<file path="src/rtl/eventsystem_pkg.sv">
// Shared sizing helpers for the event ring controller.
package eventsystem_pkg;

   // Ceiling log2 usable in constant expressions; clog2(0) and clog2(1) are 0.
   function automatic int unsigned clog2(input int unsigned n);
      int unsigned r;
      int unsigned v;
      r = 0;
      v = 1;
      while (v < n) begin
         v = v << 1;
         r = r + 1;
      end
      return r;
   endfunction

   // Slot index width; at least one bit so a single-slot ring still has a port.
   function automatic int unsigned slot_w(input int unsigned depth);
      return (clog2(depth) < 1) ? 1 : clog2(depth);
   endfunction

   // Occupancy width: must represent 0..depth inclusive.
   function automatic int unsigned cnt_w(input int unsigned depth);
      return (clog2(depth + 1) < 1) ? 1 : clog2(depth + 1);
   endfunction

endpackage

</file>
<file path="src/rtl/eventsystem_ring_if.sv">
// Stage handshake and slot-index bundle between the ring controller and its stages.
interface eventsystem_ring_if #(
   parameter int unsigned STAGES = 6,
   parameter int unsigned DEPTH  = 2
);
   import eventsystem_pkg::*;

   localparam int unsigned SLOT_W = slot_w(DEPTH);
   localparam int unsigned CNT_W  = cnt_w(DEPTH);

   logic [STAGES-1:0]              stage_done;
   logic [STAGES-1:0]              stage_ready;
   logic [STAGES-1:0]              stage_busy;
   logic [(STAGES-1)*SLOT_W-1:0]   wr_slot;
   logic [(STAGES-1)*SLOT_W-1:0]   rd_slot;
   logic [(STAGES-1)*CNT_W-1:0]    occupancy;
   logic                           protocol_err;

   // Stage side: reports done, receives starts and slot indices.
   modport master (
      output stage_done,
      input  stage_ready, stage_busy, wr_slot, rd_slot, occupancy, protocol_err
   );

   // Controller side.
   modport slave (
      input  stage_done,
      output stage_ready, stage_busy, wr_slot, rd_slot, occupancy, protocol_err
   );

endinterface

</file>
<file path="src/rtl/eventsystem_ring_boundary.sv">
// One inter-stage ring: write/read pointers and committed-slot count.
module eventsystem_ring_boundary
   import eventsystem_pkg::*;
#(
   parameter int unsigned DEPTH  = 2,
   parameter int unsigned SLOT_W = 1,
   parameter int unsigned CNT_W  = 2
) (
   input  logic              clk,
   input  logic              rst,
   input  logic              inc,
   input  logic              dec,
   output logic [SLOT_W-1:0] wr_ptr,
   output logic [SLOT_W-1:0] rd_ptr,
   output logic [CNT_W-1:0]  count,
   output logic              full_c,
   output logic              empty_c
);

   logic [SLOT_W-1:0] wr_ptr_q, wr_ptr_d;
   logic [SLOT_W-1:0] rd_ptr_q, rd_ptr_d;
   logic [CNT_W-1:0]  count_q, count_d;

   // Pointer advance with wrap at DEPTH-1 (DEPTH need not be a power of two).
   function automatic logic [SLOT_W-1:0] next_ptr(input logic [SLOT_W-1:0] p);
      return (p == SLOT_W'(DEPTH - 1)) ? '0 : p + SLOT_W'(1);
   endfunction

   // Next-state: producer commit advances wr_ptr, consumer release advances rd_ptr.
   always_comb begin
      wr_ptr_d = wr_ptr_q;
      rd_ptr_d = rd_ptr_q;
      count_d  = count_q;
      if (inc) wr_ptr_d = next_ptr(wr_ptr_q);
      if (dec) rd_ptr_d = next_ptr(rd_ptr_q);
      case ({inc, dec})
         2'b10:   count_d = count_q + CNT_W'(1);
         2'b01:   count_d = count_q - CNT_W'(1);
         default: count_d = count_q;
      endcase
   end

   // State registers.
   always_ff @(posedge clk or posedge rst) begin
      if (rst) begin
         wr_ptr_q <= '0;
         rd_ptr_q <= '0;
         count_q  <= '0;
      end else begin
         wr_ptr_q <= wr_ptr_d;
         rd_ptr_q <= rd_ptr_d;
         count_q  <= count_d;
      end
   end

   assign wr_ptr  = wr_ptr_q;
   assign rd_ptr  = rd_ptr_q;
   assign count   = count_q;
   assign full_c  = (count_q == CNT_W'(DEPTH));
   assign empty_c = (count_q == '0);

endmodule

</file>
<file path="src/rtl/eventsystem_ring.sv">
// Pipeline event controller: sequences STAGES stages through DEPTH-slot rings.
module eventsystem_ring
   import eventsystem_pkg::*;
#(
   parameter int unsigned STAGES      = 6,
   parameter int unsigned DEPTH       = 2,
   parameter int unsigned READY_DELAY = 1
) (
   input  logic               clk,
   input  logic               rst,
   eventsystem_ring_if.slave  bus
);

   localparam int unsigned SLOT_W = slot_w(DEPTH);
   localparam int unsigned CNT_W  = cnt_w(DEPTH);
   localparam int unsigned NB     = STAGES - 1;

   logic [STAGES-1:0]                busy_q, busy_d;
   logic [STAGES-1:0][READY_DELAY:0] chain_q, chain_d;
   logic                             err_q, err_d;

   logic [STAGES-1:0] accept_c, start_c, has_in_c, has_room_c, ready_c;
   logic [NB-1:0]     full_c, empty_c;

   logic [NB-1:0][SLOT_W-1:0] wr_ptr_w, rd_ptr_w;
   logic [NB-1:0][CNT_W-1:0]  count_w;

   // A done only counts while the stage is actually running.
   assign accept_c = bus.stage_done & busy_q;

   // First stage always has input; last stage always has room.
   assign has_in_c[0]          = 1'b1;
   assign has_room_c[STAGES-1] = 1'b1;

   // Boundary i: producer stage i, consumer stage i+1.
   for (genvar i = 0; i < NB; i++) begin : g_bnd
      assign has_room_c[i]  = ~full_c[i];
      assign has_in_c[i+1]  = ~empty_c[i];

      eventsystem_ring_boundary #(
         .DEPTH  (DEPTH),
         .SLOT_W (SLOT_W),
         .CNT_W  (CNT_W)
      ) u_bnd (
         .clk     (clk),
         .rst     (rst),
         .inc     (accept_c[i]),
         .dec     (accept_c[i+1]),
         .wr_ptr  (wr_ptr_w[i]),
         .rd_ptr  (rd_ptr_w[i]),
         .count   (count_w[i]),
         .full_c  (full_c[i]),
         .empty_c (empty_c[i])
      );
   end

   // Start decisions from registered state, busy update, ready delay chains, error flag.
   always_comb begin
      start_c = '0;
      ready_c = '0;
      chain_d = chain_q;
      for (int s = 0; s < int'(STAGES); s++) begin
         start_c[s] = ~busy_q[s] & has_in_c[s] & has_room_c[s];
         chain_d[s] = {chain_q[s][READY_DELAY-1:0], start_c[s]};
         ready_c[s] = chain_q[s][READY_DELAY];
      end
      // Accept and start are mutually exclusive per stage, so no same-edge restart.
      busy_d = (busy_q & ~accept_c) | start_c;
      err_d  = err_q | (|(bus.stage_done & ~busy_q));
   end

   // State registers.
   always_ff @(posedge clk or posedge rst) begin
      if (rst) begin
         busy_q  <= '0;
         chain_q <= '0;
         err_q   <= 1'b0;
      end else begin
         busy_q  <= busy_d;
         chain_q <= chain_d;
         err_q   <= err_d;
      end
   end

   assign bus.stage_ready  = ready_c;
   assign bus.stage_busy   = busy_q;
   assign bus.protocol_err = err_q;
   assign bus.wr_slot      = wr_ptr_w;
   assign bus.rd_slot      = rd_ptr_w;
   assign bus.occupancy    = count_w;

endmodule
</file>
<file path="src/flat_wrapper.sv">
// flat-port wrapper written by rule: the top's interface ports become plain ports
module eventsystem_ring_flat import eventsystem_pkg::*;
#(
   parameter int unsigned STAGES      = 6,
   parameter int unsigned DEPTH       = 2,
   parameter int unsigned READY_DELAY = 1
)
  (clk, rst, bus_stage_done, bus_stage_ready, bus_stage_busy, bus_wr_slot, bus_rd_slot, bus_occupancy, bus_protocol_err);
  eventsystem_ring_if #(.STAGES(STAGES), .DEPTH(DEPTH)) bus_i ();
  input  logic clk;
  input  logic rst;
  input wire logic [$bits(bus_i.stage_done)-1:0] bus_stage_done;
  output wire logic [$bits(bus_i.stage_ready)-1:0] bus_stage_ready;
  output wire logic [$bits(bus_i.stage_busy)-1:0] bus_stage_busy;
  output wire logic [$bits(bus_i.wr_slot)-1:0] bus_wr_slot;
  output wire logic [$bits(bus_i.rd_slot)-1:0] bus_rd_slot;
  output wire logic [$bits(bus_i.occupancy)-1:0] bus_occupancy;
  output wire logic [$bits(bus_i.protocol_err)-1:0] bus_protocol_err;
  assign bus_i.stage_done = bus_stage_done;
  assign bus_stage_ready = bus_i.stage_ready;
  assign bus_stage_busy = bus_i.stage_busy;
  assign bus_wr_slot = bus_i.wr_slot;
  assign bus_rd_slot = bus_i.rd_slot;
  assign bus_occupancy = bus_i.occupancy;
  assign bus_protocol_err = bus_i.protocol_err;
  eventsystem_ring #(.STAGES(STAGES), .DEPTH(DEPTH), .READY_DELAY(READY_DELAY)) u_core (.clk(clk), .rst(rst), .bus(bus_i));
endmodule
</file>
<file path="config.mk">
export PLATFORM = sky130hd
export DESIGN_NAME = eventsystem_ring_flat
export DESIGN_NICKNAME = d
export VERILOG_FILES = /design/src/rtl/eventsystem_pkg.sv /design/src/rtl/eventsystem_ring_if.sv /design/src/rtl/eventsystem_ring_boundary.sv /design/src/rtl/eventsystem_ring.sv /design/src/flat_wrapper.sv
export SDC_FILE = /design/constraint.sdc
export NUM_CORES = 1
export LEC_CHECK = 0
export CAP_MARGIN = 20
export CORE_MARGIN = 2
export CORE_UTILIZATION = 35
export DETAILED_ROUTE_END_ITERATION = 16
export DONT_BUFFER_PORTS = 1
export GPL_ROUTABILITY_DRIVEN = 0
export PLACE_DENSITY_LB_ADDON = 0.08
export SKIP_CTS_REPAIR_TIMING = 1
export SYNTH_ARGS = -nofsm -noshare
export SYNTH_HDL_FRONTEND = slang
export SYNTH_HIERARCHICAL = 1
export SYNTH_SLANG_ARGS = --single-unit
</file>
<file path="constraint.sdc">
create_clock -name clk -period 1.8 [get_ports clk]
set_input_delay 0.18 -clock clk [delete_from_list [all_inputs] [get_ports clk]]
set_output_delay 0.18 -clock clk [all_outputs]
set_load 0.1 [all_outputs]
</file>
### After elaboration in Yosys (flattened, before gate mapping)

Index checks and enable logic that the tools add are counted.

* flip-flop bits (word level): 39
* input port bits: 8
* output and inout port bits: 33

* add/subtract/negate cells: 20
* equal/unequal tests: 15
* muxes and demuxes: 15
* bitwise logic cells: 33
* reductions and logical operators: 11

Operators by type and width (number)
* == test 2 bit, second input constant: 10
* case mux 2 bit (2 select lines): 5
* AND 6 bit: 3
* inverter 1 bit: 16
* inverter 6 bit: 2
* adder 1 bit, second input constant: 10
* adder 2 x 1 -> 2 bit, second input constant: 5
* AND 1 bit: 10
* == test 2 x 1 -> 1 bit, second input constant: 5
* logical NOT 2 bit: 5
* two-way mux 1 bit: 10
* nonzero test 2 bit: 5
* subtractor 2 x 1 -> 2 bit, second input constant: 5
* OR 6 bit: 1
* OR reduction 6 bit: 1
* OR 1 bit: 1

### Logic depth before layout (Yosys ltp)

* depth after elaboration: 5
* depth in mapped cells: 6
* mapped depth without buffers: 6

### Cells and area by module

The synthesis kept the hierarchy.

By module, submodules not included
* eventsystem_ring_boundary: times used 5, cells each 15, area each 180.2 um^2
* eventsystem_ring: times used 1, cells each 49, area each 639.4 um^2

### Least setup slack after synthesis

No wires, ideal clock.

* path kind: register to register
* from: register u_core.busy_q[2] (netlist: u_core/bus.stage_busy[2])
* to: register u_core.g_bnd[2].u_bnd.count_q[1]
* setup time: 0.163 ns
* arrival: 1.823 ns
* slack: -0.186 ns
* stages on the path, launching flop included: 7
* cell sequence: dfrtp_1 > and2_2 > inv_1 > ha_1 > xnor2_1 > nor2_1 > xor2_1

* cells in the longest elaborated chain, start to end: 3
* elaborated cells on any way between the ends: 5
* those cells by class: 2 x eq/ne; 1 x mux; 1 x bitwise; 1 x reduce/logical

RTL lines
* start, declared: RTL line eventsystem_ring.sv:18 `logic [STAGES-1:0] busy_q, busy_d;`
* start signal, assigned: RTL line eventsystem_ring.sv:79 `busy_q <= busy_d;`
* AND 6 bit *: RTL line eventsystem_ring.sv:29 `assign accept_c = bus.stage_done & busy_q;`
* named net u_core.accept_c[2]: RTL line eventsystem_ring.sv:22 `logic [STAGES-1:0] accept_c, start_c, has_in_c, has_room_c, ready_c;`
* == test 2 x 1 -> 1 bit / == test 2 bit (equally long branches): RTL line eventsystem_ring_boundary.sv:36 `case ({inc, dec})`
* case mux 2 bit (2 select lines) / nonzero test 2 bit (equally long branches)
* end signal, assigned: RTL line eventsystem_ring_boundary.sv:52 `count_q <= count_d;`
* end, declared: RTL line eventsystem_ring_boundary.sv:22 `logic [CNT_W-1:0] count_q, count_d;`

Mark *: on every way through the listed nets, which the timed path passes. The rest lies on a longest branch.
A chain may end at the register's enable or synchronous reset.

### Worst setup path after layout

* from: register u_core.busy_q[2] (netlist: u_core/bus.stage_busy[2])
* to: register u_core.err_q (netlist: u_core/bus.protocol_err)

* cells in the longest elaborated chain, start to end: 4

RTL lines
* inverter 6 bit: RTL line eventsystem_ring.sv:69 `err_d = err_q | (|(bus.stage_done & ~busy_q));`
* AND 6 bit: RTL line eventsystem_ring.sv:69
* OR reduction 6 bit: RTL line eventsystem_ring.sv:69
* OR 1 bit: RTL line eventsystem_ring.sv:69
* named net u_core.err_d: RTL line eventsystem_ring.sv:20 `logic err_q, err_d;`
* end signal, assigned: RTL line eventsystem_ring.sv:81 `err_q <= err_d;`
* end, declared: RTL line eventsystem_ring.sv:20

The timed path passes the listed nets, and every way through them passes these cells.

==> results.sh <==
export IMPL_relSlewSlack_pct=52.6
export IMPL_initial_core_util_pct=35.9
export IMPL_layout_min_cycle_time_ps=1370
export IMPL_root_buffer="clkbuf_8"
export IMPL_r2r_end="u_core/bus.protocol_err"
export IMPL_async_flop_share_pct=100
export IMPL_h_tree_depth=2
export IMPL_dieArea_sq_um=4950
export IMPL_path_class="register to register"
export IMPL_crit_slowest_cell="dfrtp_2"
export IMPL_cts_clk_slew_worst_paths_ps=70
export IMPL_hp_class="input port to register"
export IMPL_firstDrtPassIters=6
export IMPL_routed_via_density=4.50
export IMPL_worstMarginPinSlew_ps=710
export IMPL_fin_skew_ps=5.49
export IMPL_reg2reg_slack_ps=430
export IMPL_clockBufferDepth=2
export IMPL_synth_area_leaders="dfrtp_1 (63%), xor2_1 (8.5%), xnor2_1 (5.7%)"
export IMPL_totalWireLength_mm=3.11
export IMPL_syn_area_sq_um=1540
export IMPL_place_ws_ps=433
export IMPL_slowest_delay_ps=360
export IMPL_insertedDiodeCount=0
export IMPL_overflow=0
export IMPL_synthCells=124
export IMPL_start_kind="register"
export IMPL_whs_path_depth=2
export IMPL_finalSetupTns_ps=0
export IMPL_antenna_left=0
export IMPL_dp_hpwl_mm=2.33
export IMPL_synth_cell_type_count=17
export IMPL_finalCritPeriodShare_pct=76.4
export IMPL_arrival_ps=1530
export IMPL_nFillCells=423
export IMPL_synth_most_common_cell="dfrtp_1"
export IMPL_reg2reg_depth=4
export IMPL_layout_cells_non_filler=221
export IMPL_wire_per_inst_microns=14.1
export IMPL_drc=0
export IMPL_hold_end="u_core/bus.protocol_err"
export IMPL_clkLatencyLatePin_ps=290
export IMPL_cts_buffers=5
export IMPL_grt_antenna_before_repair=0
export IMPL_synth_common_cells="dfrtp_1 (39), inv_1 (17), xor2_1 (15)"
export IMPL_cts_tree="built"
export IMPL_synth_top_area_share_pct=63.4
export IMPL_max_freq_ghz=0.727
export IMPL_ys_flop_type="dfrtp_1"
export IMPL_ys_warn_count=6
export IMPL_rsz0062_at_grt="no"
export IMPL_ys_seq_elements=39
export IMPL_setup_viol=0
export IMPL_hold_viol=0
export IMPL_synth_top_area_cell="dfrtp_1"
export IMPL_slew_viol_final=0
export IMPL_drtIter0Drc=33
export IMPL_dp_cells=209
export IMPL_io_buffers=0
export IMPL_nets=181
export IMPL_num_rows=24
export IMPL_crit_required_ps=1950
export IMPL_critPathMaxFanout=3
export IMPL_setup_ws_ps=425
export IMPL_ys_seq_area_share_pct=63.4
export IMPL_r2r_start="u_core/bus.stage_busy[2]"
export IMPL_maxCapViolCount=0
export IMPL_crit_chain="buf_4 > inv_1 > a222oi_1 > nand4_1"
export IMPL_syn2layout_area_growth_pct=28.6
export IMPL_status="completed"
export IMPL_endpoint_kind="register"
export IMPL_synth_edf_count=0
export IMPL_fin_util_pct=46.1
export IMPL_io_pins=41
export IMPL_clock_sinks=39
export IMPL_grt_pass1_vias=1047
export IMPL_drive_above_1_share_pct=29.6
export IMPL_avgSynthCellArea_sq_um=12.4
export IMPL_die_x_microns=70.3
export IMPL_grt_pass1_wl_mm=5.21
export IMPL_core_sq_um=4290
export IMPL_grt_use_total_pct=14.0
export IMPL_synth_fp_nets=137
export IMPL_vias=994
export IMPL_fp_dieH_microns=70.3
export IMPL_worstHoldStart="bus_stage_done[0]"
export IMPL_grt_max_degree=20
==> layout make-up <==
cell class              count  area (sq um)  share of cell area [%]
repair buffers             37           288                    14.5
clock buffers               8          80.1                    4.04
well taps                  52          65.1                    3.28
inverters                  17          63.8                    3.22
flip-flops and latches     39           983                    49.7
multi-input cells          68           500                    25.3
==> flip-flops by register name, indices dropped and copies added, names as in the netlist <==
name                       flops
u_core/bus.protocol_err        1
u_core/bus.stage_busy          6
u_core/bus.stage_ready         6
u_core/chain_d                 6
u_core/g_bnd.u_bnd/count      10
u_core/g_bnd.u_bnd/rd_ptr      5
u_core/g_bnd.u_bnd/wr_ptr      5
==> layer usage <==
layer | track usage [%] | wire length, microns | part of all wire (%) | up-vias
li1 | - | - | - | 469
met1 | 17.8 | 1330 | 43 | 496
met2 | 21.1 | 1500 | 48 | 25
met3 | 6.06 | 251 | 8.1 | 4
met4 | 5.13 | 33 | 1.1 | 0
met5 | 0 | 0 | 0 | -
==> critical path, delay by kind of cell, from the launching register on <==
family	cells	cell delay [ps]
buffers and inverters	2	430
AOI/OAI and AO/OA	1	330
DFF	1	360
and+or+nand+nor	1	130
==> layout by cell type, fill, tap and decap left out, types with 3 or more instances in the layout <==
master         netlist  routed
and2b_2              5       5
xor2_1              15      15
and2_1               5       5
inv_1               17      17
nor3_1               4       4
dfrtp_2              0       6
buf_4                0      33
xnor2_1             10      10
clkbuf_8             0       5
a21oi_1              3       3
clkbuf_1             0       3
o21bai_1             3       3
dfrtp_1             39      33
dlygate4sd3_1        0       4
nor2_1              12      12
ha_1                 5       5
==> worst max path at each step <==
stage | start | endpoint | slack (ps) | cells after the start
5_1_grt | u_core/bus.stage_busy[1] | u_core/g_bnd[1].u_bnd/count[1] | 310 | 6
2_1_floorplan | u_core/bus.stage_busy[4] | u_core/g_bnd[4].u_bnd/count[1] | 110 | 6
4_1_cts | u_core/bus.stage_busy[1] | u_core/g_bnd[1].u_bnd/count[1] | 410 | 6
3_5_place_dp | u_core/bus.stage_busy[2] | u_core/bus.protocol_err | 430 | 4
3_3_place_gp | u_core/bus.stage_busy[2] | u_core/bus.protocol_err | 470 | 4
6_report | u_core/bus.stage_busy[2] | u_core/bus.protocol_err | 430 | 4
==> cells by family (layout without fill, tap and decap cells) <==
| logic type | count (synthesis) | after routing | synth area share (%) |
|---|---|---|---|
| AO/OA/AOI/OAI | 8 | 8 | 3.57 |
| XOR/XNOR | 25 | 25 | 14.2 |
| adder cells (fa/ha/maj) | 5 | 5 | 4.06 |
| buffers and inverters | 17 | 62 | 4.14 |
| flip-flops | 39 | 39 | 63.4 |
| AND/OR/NAND/NOR | 30 | 30 | 10.6 |
==> metrics by stage <==
step                      area, sq um  hold slack (ps)
after floorplan                  1550            -53.9
after global placement           1860            -38.8
after detailed placement         1860            -35.9
after CTS                        1940             -352
after global routing             1980             34.9
final                            1980             42.7
Power is not shown: default switching activity piles up to over one toggle a cycle in this logic, so the estimate is an artifact.
==> variant 1, RTL diff (same flow settings) <==
Make the reset (`rst`) synchronous in 2 clocked blocks.
--- a/src/rtl/eventsystem_ring_boundary.sv
+++ b/src/rtl/eventsystem_ring_boundary.sv
@@ -41,7 +41,7 @@
    end
 
    // State registers.
-   always_ff @(posedge clk or posedge rst) begin
+   always_ff @(posedge clk) begin
       if (rst) begin
          wr_ptr_q <= '0;
          rd_ptr_q <= '0;
--- a/src/rtl/eventsystem_ring.sv
+++ b/src/rtl/eventsystem_ring.sv
@@ -70,7 +70,7 @@
    end
 
    // State registers.
-   always_ff @(posedge clk or posedge rst) begin
+   always_ff @(posedge clk) begin
       if (rst) begin
          busy_q  <= '0;
          chain_q <= '0;
Function: differs if rst is asserted again (counterexample within 4 cycles, from zero or initial values and one cycle with rst high); with rst held inactive, the same outputs for 10 cycles.
==> variant 1 against the original RTL <==
Hold slack improved by 59 ps. Cell count rose by 8.6%. Area after synthesis fell by 1.6%. Fmax fell by 14%. Sequential cell count did not move. Wire length fell by 1.3%. Worst setup slack got worse by 220 ps. Final area fell by 2.7%.
==> variant 1: results (changes against the original RTL) <==
Setup path
  • Worst Setup SP: u_core/bus.stage_busy[4]
  • Critical Path Fanout Max: 4 (+1)
  • Worst EP arrival: 1800 ps (+270 ps)
  • Reg-to-reg startpoint: u_core/bus.stage_busy[4]
  • Slowest stage cell, crit path: or3_1
  • Top delay family on crit path: simple AND/OR/NAND/NOR gates

Final layout
  • Ant diodes: 0 (unchanged)
  • Final nets: 202 (+12%)
  • Max reg flops: 10 (unchanged)
  • Fin cells: 240 (+8.6%)
  • Layout cells sized above 1: 31.1% (+1.5 points)
  • Fillers: 402 (-5.0%)

Global routing
  • Met2 usage: 20.8% (-0.22 points)
  • Vias in the first global route: 1,093 (+4.4%)
  • All-Layer GR Usage: 13.3% (-0.67 points)
  • Largest net degree at the start of global routing: 40 (+100%)
  • First-pass GRT wire length: 5.09 mm (-2.4%)
  • Met1 Use GR: 15.6% (-2.2 points)
  • Met3 GRT Util: 5.67% (-0.39 points)

Min path
  • Hold Crit Class: input pin to flop
  • Min-delay src: rst

Power and ir drop
  • Switching fraction of total power: 39.7%

Yosys
  • Synth area leader: dfxtp_1
  • Async set-reset flop share out of synthesis: 0% (-100 points)
  • Post-synthesis sequential area ratio: 51.5% (-12 points)
  • Synth Net Count: 163 (+19%)
  • Largest cells by area after synthesis: dfxtp_1 (52%), xnor2_1 (8.7%), nor2_1 (5.9%)
  • Synth top cells by count: dfxtp_1 (39), nor2_1 (24), xnor2_1 (15)
  • Syn Inst Count: 150 (+21%)
  • Number of distinct library cells after synthesis: 23 (+6)

STA
  • Worst slew margin: 78.5% (+26 points)
  • Worst clock skew: 5.12 ps (-0.370 ps)

Place
  • Setup WS pre-CTS: 259 ps (-174 ps)
  • Placed Area: 1830 um^2 (-1.8%)
  • HPWL Detailed: 2.15 mm (-7.6%)
  • Inst Count DP: 231 (+11%)

Route
  • Via density: 4.49 (-0.23%)
  • Starting DRT DRC Count: 58 (+76%)
  • WL per Instance: 12.8 um (-9.1%)
  • First-pass DRT Iterations: 4 (-2)

Status
  • Status: finished, final reports clean
[variant 1: cell count changes in the layout (fill, tap and decap cells not counted), sizes merged, moves of 5 or more]
cell / before / now
dfxtp: 0 / 39
xor2: 15 / 5
nor2: 12 / 24
or3: 0 / 5
nor2b: 0 / 6
xnor2: 10 / 15
o21ai: 0 / 5
inv: 17 / 11
dfrtp: 39 / 0
[variant 1: through the flow]
step	util, %	total power [mW]
2_1_floorplan	-	1.64
3_3_place_gp	44.7	1.76
3_5_place_dp	44.7	1.77
4_1_cts	46.7	2.34
5_1_grt	47.2	2.43
6_report	47.2	2.32
[variant 1: cell families after synthesis]
| family | Yosys count | synth area share, % |
|---|---|---|
| AO/OA/AOI/OAI | 20 | 8.75 |
| XOR/XNOR | 20 | 11.6 |
| adder cells (fa/ha/maj) | 5 | 4.13 |
| buffers and inverters | 13 | 3.80 |
| flip-flops | 39 | 51.5 |
| AND/OR/NAND/NOR | 53 | 20.2 |
[variant 1: final timing paths]
kind,slack (ps),endpoint,depth (start not counted)
worst max-delay path,210,u_core/g_bnd[4].u_bnd/count[1],5
worst min-delay path,100,u_core/bus.stage_busy[3],2
worst max register to register,210,u_core/g_bnd[4].u_bnd/count[1],5
worst min register to register,430,u_core/bus.stage_ready[3],1
[variant 1: power groups by stage]
stage	Combinational (mW)	Clock [mW]	Sequential (mW)
6_report	0.780	0.552	0.986
5_1_grt	0.817	0.620	0.995
4_1_cts	0.766	0.585	0.986
3_5_place_dp	0.764	0	1.01
3_3_place_gp	0.756	0	1.00
2_1_floorplan	0.186	0	1.46
[variant 1: routing by layer]
layer | wire, um | share of wire, %
met5 | 0 | 0
met2 | 1380 | 45
met3 | 227 | 7.4
met1 | 1410 | 46
met4 | 57 | 1.9
[variant 1: area by class of cell]
cell class                      instances  area, um^2  share of cell area, %
Clock inverter                          1        5.00                  0.260
Timing Repair Buffer                   34         268                   13.9
Tap cell                               50        62.6                   3.24
Multi-Input combinational cell         98         677                   35.1
Sequential cell                        39         798                   41.4
Inverter                               11        41.3                   2.14
Clock buffer                            7        76.3                   3.96
[variant 1: worst reg2reg max path: stages (launching register included)]
cell	delay, ps
dfxtp_4	340
and2_1	230
inv_1	70
ha_1	340
or3_1	360
a21oi_1	180
==> variant 2, RTL diff (same settings) <==
Without the edit above. `STAGES` is set to 6 in 3 places; all go to 7.
--- a/src/rtl/eventsystem_ring_if.sv
+++ b/src/rtl/eventsystem_ring_if.sv
@@ -1,6 +1,6 @@
 // Stage handshake and slot-index bundle between the ring controller and its stages.
 interface eventsystem_ring_if #(
-   parameter int unsigned STAGES = 6,
+   parameter int unsigned STAGES = 7,
    parameter int unsigned DEPTH  = 2
 );
    import eventsystem_pkg::*;
--- a/src/rtl/eventsystem_ring.sv
+++ b/src/rtl/eventsystem_ring.sv
@@ -2,7 +2,7 @@
 module eventsystem_ring
    import eventsystem_pkg::*;
 #(
-   parameter int unsigned STAGES      = 6,
+   parameter int unsigned STAGES      = 7,
    parameter int unsigned DEPTH       = 2,
    parameter int unsigned READY_DELAY = 1
 ) (
--- a/src/flat_wrapper.sv
+++ b/src/flat_wrapper.sv
@@ -1,7 +1,7 @@
 // flat-port wrapper written by rule: the top's interface ports become plain ports
 module eventsystem_ring_flat import eventsystem_pkg::*;
 #(
-   parameter int unsigned STAGES      = 6,
+   parameter int unsigned STAGES      = 7,
    parameter int unsigned DEPTH       = 2,
    parameter int unsigned READY_DELAY = 1
 )
Interface: changed (6 resized); port bits go from 41 to 48. The function was not compared with the original's and may differ.
==> variant 2 against the original RTL <==
Worst setup slack got worse by 310 ps. Final area grew 19%. Hold slack got worse by 5.6 ps. Sequential cell count increased by 7. Critical path depth is 1 higher. Wire length increased by 15%. Area after synthesis rose by 19%. Critical endpoint is now u_core/g_bnd[4].u_bnd/count[1].
Power is not shown: default switching activity piles up to over one toggle a cycle in this logic, so the estimate is an artifact.
==> variant 2: results (changes against the original RTL) <==
Global routing
  • All-Layer GR Usage: 13.3% (-0.71 points)
  • Largest net degree at the start of global routing: 17 (-15%)
  • Vias in the first global route: 1,257 (+20%)
  • First-pass GRT wire length: 6.03 mm (+16%)

CTS
  • Clock Tree Buf Depth: 2 (unchanged)
  • Clock Latency Late Sink: 290 ps (about the same)
  • Clk root buf: clkbuf_8
  • Num CTS Buffers: 5 (unchanged)
  • Clk pin slew, worst setup/hold paths: 70 ps (about the same)
  • H-tree depth: 2 (unchanged)

STA
  • Worst-margin pin slew: 593 ps (-117 ps)
  • Worst clock skew: 7.31 ps (+1.83 ps)

Status
  • Status: finished, final reports clean

Setup path
  • Critical path's largest stage delay: 690 ps (+330 ps)
  • Critical Path Fanout Max: 3 (unchanged)
  • Slowest stage cell, crit path: dfrtp_2

Place
  • IO Port Bufs: 0 (unchanged)
  • HPWL Detailed: 2.72 mm (+17%)

Final layout
  • Final nets: 214 (+18%)
  • Layout cells sized above 1: 30.5% (+0.91 points)
  • Ant diodes: 0 (unchanged)
  • Max reg flops: 12 (+2)
  • Fillers: 497 (+17%)

Yosys
  • Synth Net Count: 163 (+19%)
  • Largest cells by area after synthesis: dfrtp_1 (63%), xor2_1 (8.6%), xnor2_1 (5.7%)
  • Number of distinct library cells after synthesis: 17 (unchanged)
  • Ys Warns: 6 (unchanged)
  • Post-synthesis sequential area ratio: 62.6% (-0.78 points)
  • Synth top cells by count: dfrtp_1 (46), inv_1 (20), xor2_1 (18)
  • Synth area leader: dfrtp_1

Route
  • Starting DRT DRC Count: 32 (-3.0%)
  • WL per Instance: 13.3 um (-5.5%)
  • First-pass DRT Iterations: 4 (-2)
  • Via density: 4.22 (-6.2%)
==> variant 2: final timing paths <==
kind                                                   to                     start  slack [ps]  cells past startpoint
setup / recovery           u_core/g_bnd[4].u_bnd/count[1]  u_core/bus.stage_busy[4]         120                      5
hold / removal                    u_core/bus.protocol_err         bus_stage_done[4]          40                      2
setup reg to reg           u_core/g_bnd[4].u_bnd/count[1]  u_core/bus.stage_busy[4]         120                      5
hold reg to reg                 u_core/bus.stage_ready[1]         u_core/chain_d[3]         350                      0
max in group asynchronous        u_core/bus.stage_busy[4]                       rst         650                      3
min in group asynchronous    u_core/g_bnd[5].u_bnd/rd_ptr                       rst         410                      2
==> variant 2: cells by family (layout without fill, tap and decap cells) <==
group	count (synthesis)	in the layout	share of synthesized area, %
flip-flops	46	46	62.6
buffers and inverters	20	72	4.08
XOR/XNOR	30	30	14.3
AO/OA/AOI/OAI	10	10	4.15
adder cells (fa/ha/maj)	6	6	4.08
AND/OR/NAND/NOR	36	36	10.8
==> variant 2: area by class of cell <==
class | count | area (um^2) | share of cell area [%]
clock buffer | 8 | 80.1 | 3.40
sequential | 46 | 1160 | 49.3
tap | 70 | 87.6 | 3.72
timing repair buffer | 44 | 338 | 14.4
multi-input combinational | 82 | 613 | 26.0
inverter | 20 | 75.1 | 3.19
==> variant 2: layer usage <==
layer	vias up	GRT usage (%)	part of all wire [%]	wire length, um
li1	556	-	-	-
met3	10	5.33	7.5	269
met4	0	6.36	2.6	95
met2	37	21.0	47	1700
met5	-	0	0	0
met1	536	15.7	42	1530
==> variant 2: critical path: cells and delay by family (launching register included) <==
kind | cells | cell delay, ps
xor+xnor | 1 | 140
fa+ha+maj | 1 | 320
buf+inv | 1 | 60
flops | 1 | 690
simple gates | 2 | 390
==> variant 2: stage by stage <==
step / std cells / worst slack, ps / area, um^2 / hold WS, ps
4_1_cts: 267 / 105 / 2320 / -362
5_1_grt: 270 / 35.5 / 2350 / 34.2
3_3_place_gp: 259 / 158 / 2240 / -41.9
2_1_floorplan: 148 / 105 / 1850 / -53.9
3_5_place_dp: 259 / 122 / 2240 / -35.1
6_report: 270 / 120 / 2350 / 37.1
